File: src/rtl/fir_job_scheduler_if.sv
// Handshake bundle between the host-side SPI/filter glue and fir_job_scheduler.
// The scheduler sits on the slave modport; the driving side uses master.
interface fir_job_scheduler_if #(
    parameter int unsigned DROP_CNT_WIDTH = 8
) ();
    // Requests and events toward the scheduler
    logic                      pktReceivedIn;
    logic                      coefLoadIn;
    logic                      coefWriteIn;
    logic                      firDoneIn;
    logic                      clearIn;

    // Strobes, levels and status from the scheduler
    logic                      firStartOut;
    logic                      firLoadOut;
    logic                      firWriteOut;
    logic                      resultLatchOut;
    logic                      txShiftOut;
    logic                      overrunOut;
    logic                      timeoutOut;
    logic                      coefErrOut;
    logic [DROP_CNT_WIDTH-1:0] dropCntOut;
    logic                      busyOut;

    modport slave (
        input  pktReceivedIn,
        input  coefLoadIn,
        input  coefWriteIn,
        input  firDoneIn,
        input  clearIn,
        output firStartOut,
        output firLoadOut,
        output firWriteOut,
        output resultLatchOut,
        output txShiftOut,
        output overrunOut,
        output timeoutOut,
        output coefErrOut,
        output dropCntOut,
        output busyOut
    );

    modport master (
        output pktReceivedIn,
        output coefLoadIn,
        output coefWriteIn,
        output firDoneIn,
        output clearIn,
        input  firStartOut,
        input  firLoadOut,
        input  firWriteOut,
        input  resultLatchOut,
        input  txShiftOut,
        input  overrunOut,
        input  timeoutOut,
        input  coefErrOut,
        input  dropCntOut,
        input  busyOut
    );
endinterface

File: src/rtl/fir_job_scheduler.sv
// fir_job_scheduler: queues one sample packet, starts the FIR core, keeps
// coefficient-load sessions away from running computations, drives the
// output double-buffer strobes and reports overruns, aborts and bad writes.
module fir_job_scheduler #(
    parameter int unsigned TIMEOUT_CYCLES = 4096,
    parameter int unsigned DROP_CNT_WIDTH = 8
) (
    input  logic               clkIn,
    input  logic               resetIn,
    fir_job_scheduler_if.slave bus
);
    localparam int unsigned RUN_CNT_WIDTH = (TIMEOUT_CYCLES > 2) ? $clog2(TIMEOUT_CYCLES) : 1;
    localparam logic [RUN_CNT_WIDTH-1:0]  RUN_CNT_LAST = RUN_CNT_WIDTH'(TIMEOUT_CYCLES - 1);
    localparam logic [DROP_CNT_WIDTH-1:0] DROP_CNT_MAX = '1;

    typedef enum logic [1:0] {
        IDLE = 2'd0,
        RUN  = 2'd1,
        COEF = 2'd2
    } state_t;

    state_t                   state;
    state_t                   stateNext;
    logic [RUN_CNT_WIDTH-1:0] runCnt;
    logic [RUN_CNT_WIDTH-1:0] runCntNext;
    logic                     pending;
    logic                     pendingNext;

    logic                     startNow;
    logic                     latchNow;
    logic                     abortNow;
    logic                     dropNow;
    logic                     writeFwd;
    logic                     writeRej;

    // State, run counter and pending-packet registers
    always_ff @(posedge clkIn or posedge resetIn) begin
        if (resetIn) begin
            state   <= IDLE;
            runCnt  <= '0;
            pending <= 1'b0;
        end else begin
            state   <= stateNext;
            runCnt  <= runCntNext;
            pending <= pendingNext;
        end
    end

    // Next-state decode: coefficient sessions beat pending packets in IDLE;
    // in RUN a done on the expiry cycle takes precedence over the abort
    always_comb begin
        stateNext  = state;
        runCntNext = runCnt;
        startNow   = 1'b0;
        latchNow   = 1'b0;
        abortNow   = 1'b0;
        unique case (state)
            IDLE: begin
                if (bus.coefLoadIn) begin
                    stateNext = COEF;
                end else if (pending) begin
                    startNow   = 1'b1;
                    runCntNext = '0;
                    stateNext  = RUN;
                end
            end
            RUN: begin
                if (bus.firDoneIn) begin
                    latchNow  = 1'b1;
                    stateNext = IDLE;
                end else if (runCnt == RUN_CNT_LAST) begin
                    abortNow  = 1'b1;
                    stateNext = IDLE;
                end else begin
                    runCntNext = runCnt + RUN_CNT_WIDTH'(1);
                end
            end
            COEF: begin
                if (!bus.coefLoadIn) begin
                    stateNext = IDLE;
                end
            end
            default: begin
                stateNext = IDLE;
            end
        endcase
    end

    // One-deep packet queue: an arrival in the consume cycle simply refills it,
    // an arrival while it is still occupied is a drop
    always_comb begin
        dropNow     = bus.pktReceivedIn & pending & ~startNow;
        pendingNext = bus.pktReceivedIn | (pending & ~startNow);
    end

    // Coefficient writes pass only inside a load session
    always_comb begin
        writeFwd = bus.coefWriteIn & (state == COEF);
        writeRej = bus.coefWriteIn & (state != COEF);
    end

    // Registered strobes and levels toward the filter and output buffer
    always_ff @(posedge clkIn or posedge resetIn) begin
        if (resetIn) begin
            bus.firStartOut    <= 1'b0;
            bus.resultLatchOut <= 1'b0;
            bus.txShiftOut     <= 1'b0;
            bus.firWriteOut    <= 1'b0;
            bus.firLoadOut     <= 1'b0;
            bus.busyOut        <= 1'b0;
        end else begin
            bus.firStartOut    <= startNow;
            bus.resultLatchOut <= latchNow;
            bus.txShiftOut     <= bus.pktReceivedIn;
            bus.firWriteOut    <= writeFwd;
            bus.firLoadOut     <= (stateNext == COEF);
            bus.busyOut        <= (state != IDLE) || pending;
        end
    end

    // Sticky error flags; a set event in the clear cycle wins
    always_ff @(posedge clkIn or posedge resetIn) begin
        if (resetIn) begin
            bus.overrunOut <= 1'b0;
            bus.timeoutOut <= 1'b0;
            bus.coefErrOut <= 1'b0;
        end else begin
            if (dropNow) begin
                bus.overrunOut <= 1'b1;
            end else if (bus.clearIn) begin
                bus.overrunOut <= 1'b0;
            end
            if (abortNow) begin
                bus.timeoutOut <= 1'b1;
            end else if (bus.clearIn) begin
                bus.timeoutOut <= 1'b0;
            end
            if (writeRej) begin
                bus.coefErrOut <= 1'b1;
            end else if (bus.clearIn) begin
                bus.coefErrOut <= 1'b0;
            end
        end
    end

    // Saturating dropped-packet counter; clear with a simultaneous drop reads 1
    always_ff @(posedge clkIn or posedge resetIn) begin
        if (resetIn) begin
            bus.dropCntOut <= '0;
        end else if (bus.clearIn) begin
            bus.dropCntOut <= dropNow ? DROP_CNT_WIDTH'(1) : '0;
        end else if (dropNow && (bus.dropCntOut != DROP_CNT_MAX)) begin
            bus.dropCntOut <= bus.dropCntOut + DROP_CNT_WIDTH'(1);
        end
    end

endmodule
File: src/flat_wrapper.sv
// flat-port wrapper written by rule: the top's interface ports become plain ports
module fir_job_scheduler_flat 
#(
    parameter int unsigned TIMEOUT_CYCLES = 4096,
    parameter int unsigned DROP_CNT_WIDTH = 8
)
  (clkIn, resetIn, bus_pktReceivedIn, bus_coefLoadIn, bus_coefWriteIn, bus_firDoneIn, bus_clearIn, bus_firStartOut, bus_firLoadOut, bus_firWriteOut, bus_resultLatchOut, bus_txShiftOut, bus_overrunOut, bus_timeoutOut, bus_coefErrOut, bus_dropCntOut, bus_busyOut);
  fir_job_scheduler_if #(.DROP_CNT_WIDTH(DROP_CNT_WIDTH)) bus_i ();
  input  logic clkIn;
  input  logic resetIn;
  input wire logic [$bits(bus_i.pktReceivedIn)-1:0] bus_pktReceivedIn;
  input wire logic [$bits(bus_i.coefLoadIn)-1:0] bus_coefLoadIn;
  input wire logic [$bits(bus_i.coefWriteIn)-1:0] bus_coefWriteIn;
  input wire logic [$bits(bus_i.firDoneIn)-1:0] bus_firDoneIn;
  input wire logic [$bits(bus_i.clearIn)-1:0] bus_clearIn;
  output wire logic [$bits(bus_i.firStartOut)-1:0] bus_firStartOut;
  output wire logic [$bits(bus_i.firLoadOut)-1:0] bus_firLoadOut;
  output wire logic [$bits(bus_i.firWriteOut)-1:0] bus_firWriteOut;
  output wire logic [$bits(bus_i.resultLatchOut)-1:0] bus_resultLatchOut;
  output wire logic [$bits(bus_i.txShiftOut)-1:0] bus_txShiftOut;
  output wire logic [$bits(bus_i.overrunOut)-1:0] bus_overrunOut;
  output wire logic [$bits(bus_i.timeoutOut)-1:0] bus_timeoutOut;
  output wire logic [$bits(bus_i.coefErrOut)-1:0] bus_coefErrOut;
  output wire logic [$bits(bus_i.dropCntOut)-1:0] bus_dropCntOut;
  output wire logic [$bits(bus_i.busyOut)-1:0] bus_busyOut;
  assign bus_i.pktReceivedIn = bus_pktReceivedIn;
  assign bus_i.coefLoadIn = bus_coefLoadIn;
  assign bus_i.coefWriteIn = bus_coefWriteIn;
  assign bus_i.firDoneIn = bus_firDoneIn;
  assign bus_i.clearIn = bus_clearIn;
  assign bus_firStartOut = bus_i.firStartOut;
  assign bus_firLoadOut = bus_i.firLoadOut;
  assign bus_firWriteOut = bus_i.firWriteOut;
  assign bus_resultLatchOut = bus_i.resultLatchOut;
  assign bus_txShiftOut = bus_i.txShiftOut;
  assign bus_overrunOut = bus_i.overrunOut;
  assign bus_timeoutOut = bus_i.timeoutOut;
  assign bus_coefErrOut = bus_i.coefErrOut;
  assign bus_dropCntOut = bus_i.dropCntOut;
  assign bus_busyOut = bus_i.busyOut;
  fir_job_scheduler #(.TIMEOUT_CYCLES(TIMEOUT_CYCLES), .DROP_CNT_WIDTH(DROP_CNT_WIDTH)) u_core (.clkIn(clkIn), .resetIn(resetIn), .bus(bus_i));
endmodule
File: config.mk
export PLATFORM = sky130hd
export DESIGN_NAME = fir_job_scheduler_flat
export DESIGN_NICKNAME = d
export VERILOG_FILES = /design/src/rtl/fir_job_scheduler_if.sv /design/src/rtl/fir_job_scheduler.sv /design/src/flat_wrapper.sv
export SDC_FILE = /design/constraint.sdc
export NUM_CORES = 1
export LEC_CHECK = 0
export CAP_MARGIN = 25
export CORE_MARGIN = 5
export CORE_UTILIZATION = 35
export DETAILED_ROUTE_END_ITERATION = 16
export GPL_TIMING_DRIVEN = 1
export MAX_ROUTING_LAYER = met4
export PLACE_DENSITY = 0.57
export SLEW_MARGIN = 20
export SYNTH_ARGS = -nofsm -noshare
export SYNTH_HDL_FRONTEND = slang
export SYNTH_SLANG_ARGS = --single-unit
File: constraint.sdc
create_clock -name clkIn -period 2.4 [get_ports clkIn]
set_input_delay 0.72 -clock clkIn [delete_from_list [all_inputs] [get_ports clkIn]]
set_output_delay 0.72 -clock clkIn [all_outputs]
set_load 0.01 [all_outputs]
==> results.json, run 1 <==
{
  "path_cells": "clkdlybuf4s50_1",
  "post-dp-hpwl_um": 2370,
  "fin_area_um2": 1990,
  "num_vias": 1309,
  "ioPinCount": 24,
  "ff2ff_path_depth": 5,
  "crit_start": "u_core.bus.dropCntOut[3]",
  "timing.final.max_slew_violations": 0,
  "synth.distinct_cells": 47,
  "critPathRequiredTime_ns": 1.68,
  "ys.flop_type": "dfrtp_1",
  "cp_top_family": "buffers and inverters",
  "drt_pass1_iterations": 4,
  "cts_tree": "yes",
  "timing.rr.start": "u_core.runCnt[0]",
  "nets": 197,
  "grt_antenna_before_repair": 0,
  "maxCapViolCount": 0,
  "drive_gt1_share_pct": 10.1,
  "synth-seq-cells": 32,
  "core_um2": 4380,
  "yosys_warnings": 0,
  "grt_usage_pct": 12.7,
  "grt_max_degree": 33,
  "vdd_drop_max_uv": 240,
  "placement_rows": 24,
  "setup_violations": 0,
  "postSynthNetCount": 165,
  "postCtsHoldBufs": 0,
  "critPathMaxStageDelay_ns": 0.58,
  "h-tree-depth": 2,
  "syn_area_um2": 1580,
  "dieWidth_um": 77.3,
  "cp-end-kind": "output port",
  "crit_buf_inv": 1,
  "place_area_um2": 1900,
  "num_antenna_cells": 0,
  "min_period_ns": 2.04,
  "grt-ovfl-total": 0,
  "cts_buffer_depth": 2,
  "p_per_area_nw_per_um2": 675,
  "fmax_ghz": 0.490,
  "cp_slowest_cell": "clkdlybuf4s50_1",
  "dieArea_um2": 5970,
  "whs_ns": 0.505,
  "grt_pass1_wl_um": 6020,
  "start_kind": "register",
  "finClkSkew_ns": 0.00792,
  "tns_ns": 0,
  "finalHoldViolations": 0,
  "cts.clk_slew.worst_paths_ns": 0.07,
  "cp_data_arrival_time_ns": 1.32,
  "drt_iter0_drc": 93,
  "drc": 0,
  "cts_buffers": 5,
  "io_buffers": 23,
  "post_cts_buffers": 0,
  "post_cts_resized": 0,
  "status": "finished clean",
  "fin_crit_sh_pct": 85.1,
  "leakage_uw": 0.000856,
  "finish.utilization_pct": 45.5,
  "crit_type": "reg2out",
  "cts.sinks": 32,
  "ys_seq_area_share_pct": 50.6,
  "worstMarginPinSlew_ns": 0.424,
  "r2r_end": "u_core.runCnt[11]",
  "synth_edf_count": 0,
  "postSynth.asyncResetShare_pct": 100,
  "rsz0062_at_grt": "no",
  "root_buffer": "clkbuf_8",
  "maxSlewHeadroom_pct": 71.7,
  "worst_skew_pair.late_latency_ns": 0.28,
  "syn_avg_cell_area_um2": 10.2,
  "drt_wl_total_um": 3360,
  "hp-class": "reg2reg",
  "drtAntennaViolNets": 0,
  "grt_pass1_vias": 1290,
  "crit_end": "bus_dropCntOut[3]",
  "cp.depth": 1,
  "postSynthCellCount": 156,
  "vias_per_cell": 5.43,
  "path_max_fanout": 8,
  "die_y_um": 77.3,
  "hp-start": "u_core.runCnt[8]",
  "rrSetupSlack_ns": 0.51,
  "place.gp.congestion": 0.855,
  "initial_utilization_pct": 36.1,
  "post_drt_wl_per_cell_um": 13.9,
  "areaGrowthSynthToFinish_pct": 25.9
}
worst min-delay path by stage:
stage	slack (ns)	depth (start not counted)	end
floorplan	0.46	1	u_core.runCnt[10]
global placement	0.50	1	u_core.runCnt[8]
global route	0.53	1	u_core.runCnt[8]
detailed placement	0.50	1	u_core.runCnt[8]
CTS	0.51	1	u_core.runCnt[8]
finish	0.51	1	u_core.runCnt[8]
stage by stage:
| step | instances | setup WS (ns) | total power (uW) |
|---|---|---|---|
| after global routing | 241 | 0.288 | 1430 |
| final | 241 | 0.358 | 1350 |
| after global placement | 233 | 0.110 | 928 |
| after floorplan | 156 | 0.596 | 820 |
| after CTS | 241 | 0.343 | 1370 |
| after detailed placement | 233 | 0.0905 | 934 |
final cells by class:
class	count	area (um^2)
fillers	412	2390
flip-flops and latches	32	801
multi-input cells	108	716
repair buffers	29	275
clock buffers	8	90.1
well taps	52	65.1
inverters	12	47.5
routing by layer:
metal | wire (um) | global-route usage (%) | share of wire [%] | vias up
met3 | 161 | 3.86 | 4.8 | 8
met1 | 1590 | 15.4 | 47 | 622
met4 | 68 | 5.67 | 2.0 | 0
met2 | 1540 | 19.3 | 46 | 35
met5 | 0 | - | 0 | -
li1 | - | - | - | 644
flip-flops by register name, summed over array words and instances (netlist names):
| signal | count |
|---|---|
| u_core.bus.resultLatchOut | 1 |
| u_core.bus.dropCntOut | 8 |
| u_core.bus.firLoadOut | 1 |
| u_core.bus.coefErrOut | 1 |
| u_core.bus.overrunOut | 1 |
| u_core.bus.timeoutOut | 1 |
| u_core.bus.busyOut | 1 |
| u_core.bus.txShiftOut | 1 |
| u_core.pending | 1 |
| u_core.bus.firWriteOut | 1 |
| u_core.state | 2 |
| u_core.bus.firStartOut | 1 |
| u_core.runCnt | 12 |
placed cells by master (no fill, tap or decap), drive strengths merged, types with 2 or more instances in the layout:
cell	count
dfrtp	32
mux2	2
and4	3
a31oi	9
a41oi	2
nor3	6
nand2b	4
or3	2
o21ai	6
nand3	7
buf	6
and2	4
a21oi	4
nand2	10
nor3b	2
mux2i	3
nand4	4
a31o	2
clkdlybuf4s50	23
nor2b	5
nor2	9
o211ai	3
ha	2
and3	4
inv	12
clkbuf	8
synthesized netlist by cell type, types with 3 or more instances:
cell,number,area share [%]
a21oi_1,4,1.3
a31oi_1,9,3.6
and2_1,4,1.6
and3_1,3,1.2
and4_1,3,1.7
dfrtp_1,32,51
inv_1,11,2.6
mux2i_1,3,1.9
nand2_1,10,2.4
nand2b_1,3,1.2
nand3_1,7,2.2
nand4_1,4,1.6
nor2_1,9,2.1
nor2b_1,5,2.0
nor3_1,6,1.9
o211ai_1,3,1.4
o21ai_0,5,1.6
power breakdown:
group | total [uW] | leakage (uW) | internal, uW | switching (uW)
sequential | 675 | 0.000420 | 601 | 73.5
clock | 424 | 0.0000455 | 234 | 190
combinational | 248 | 0.000391 | 125 | 123
total | 1350 | 0.000856 | 960 | 387
cell families after synthesis:
| family | Yosys count | share of synthesized area, % |
|---|---|---|
| AOI/OAI and AO/OA | 37 | 16.9 |
| buffers and inverters | 16 | 4.27 |
| adders and majority gates | 2 | 1.58 |
| and+or+nand+nor | 64 | 23.4 |
| DFF | 32 | 50.6 |
| muxes | 5 | 3.32 |
Power figures use the tool's default switching activity.
==> inputs of run 2 (changes only) <==
ABC_AREA = 0   (was default)
GPL_TIMING_DRIVEN = default   (was 1)
==> results of run 2 <==
The final DEF is identical to that of run 1; final timing and power are the same.
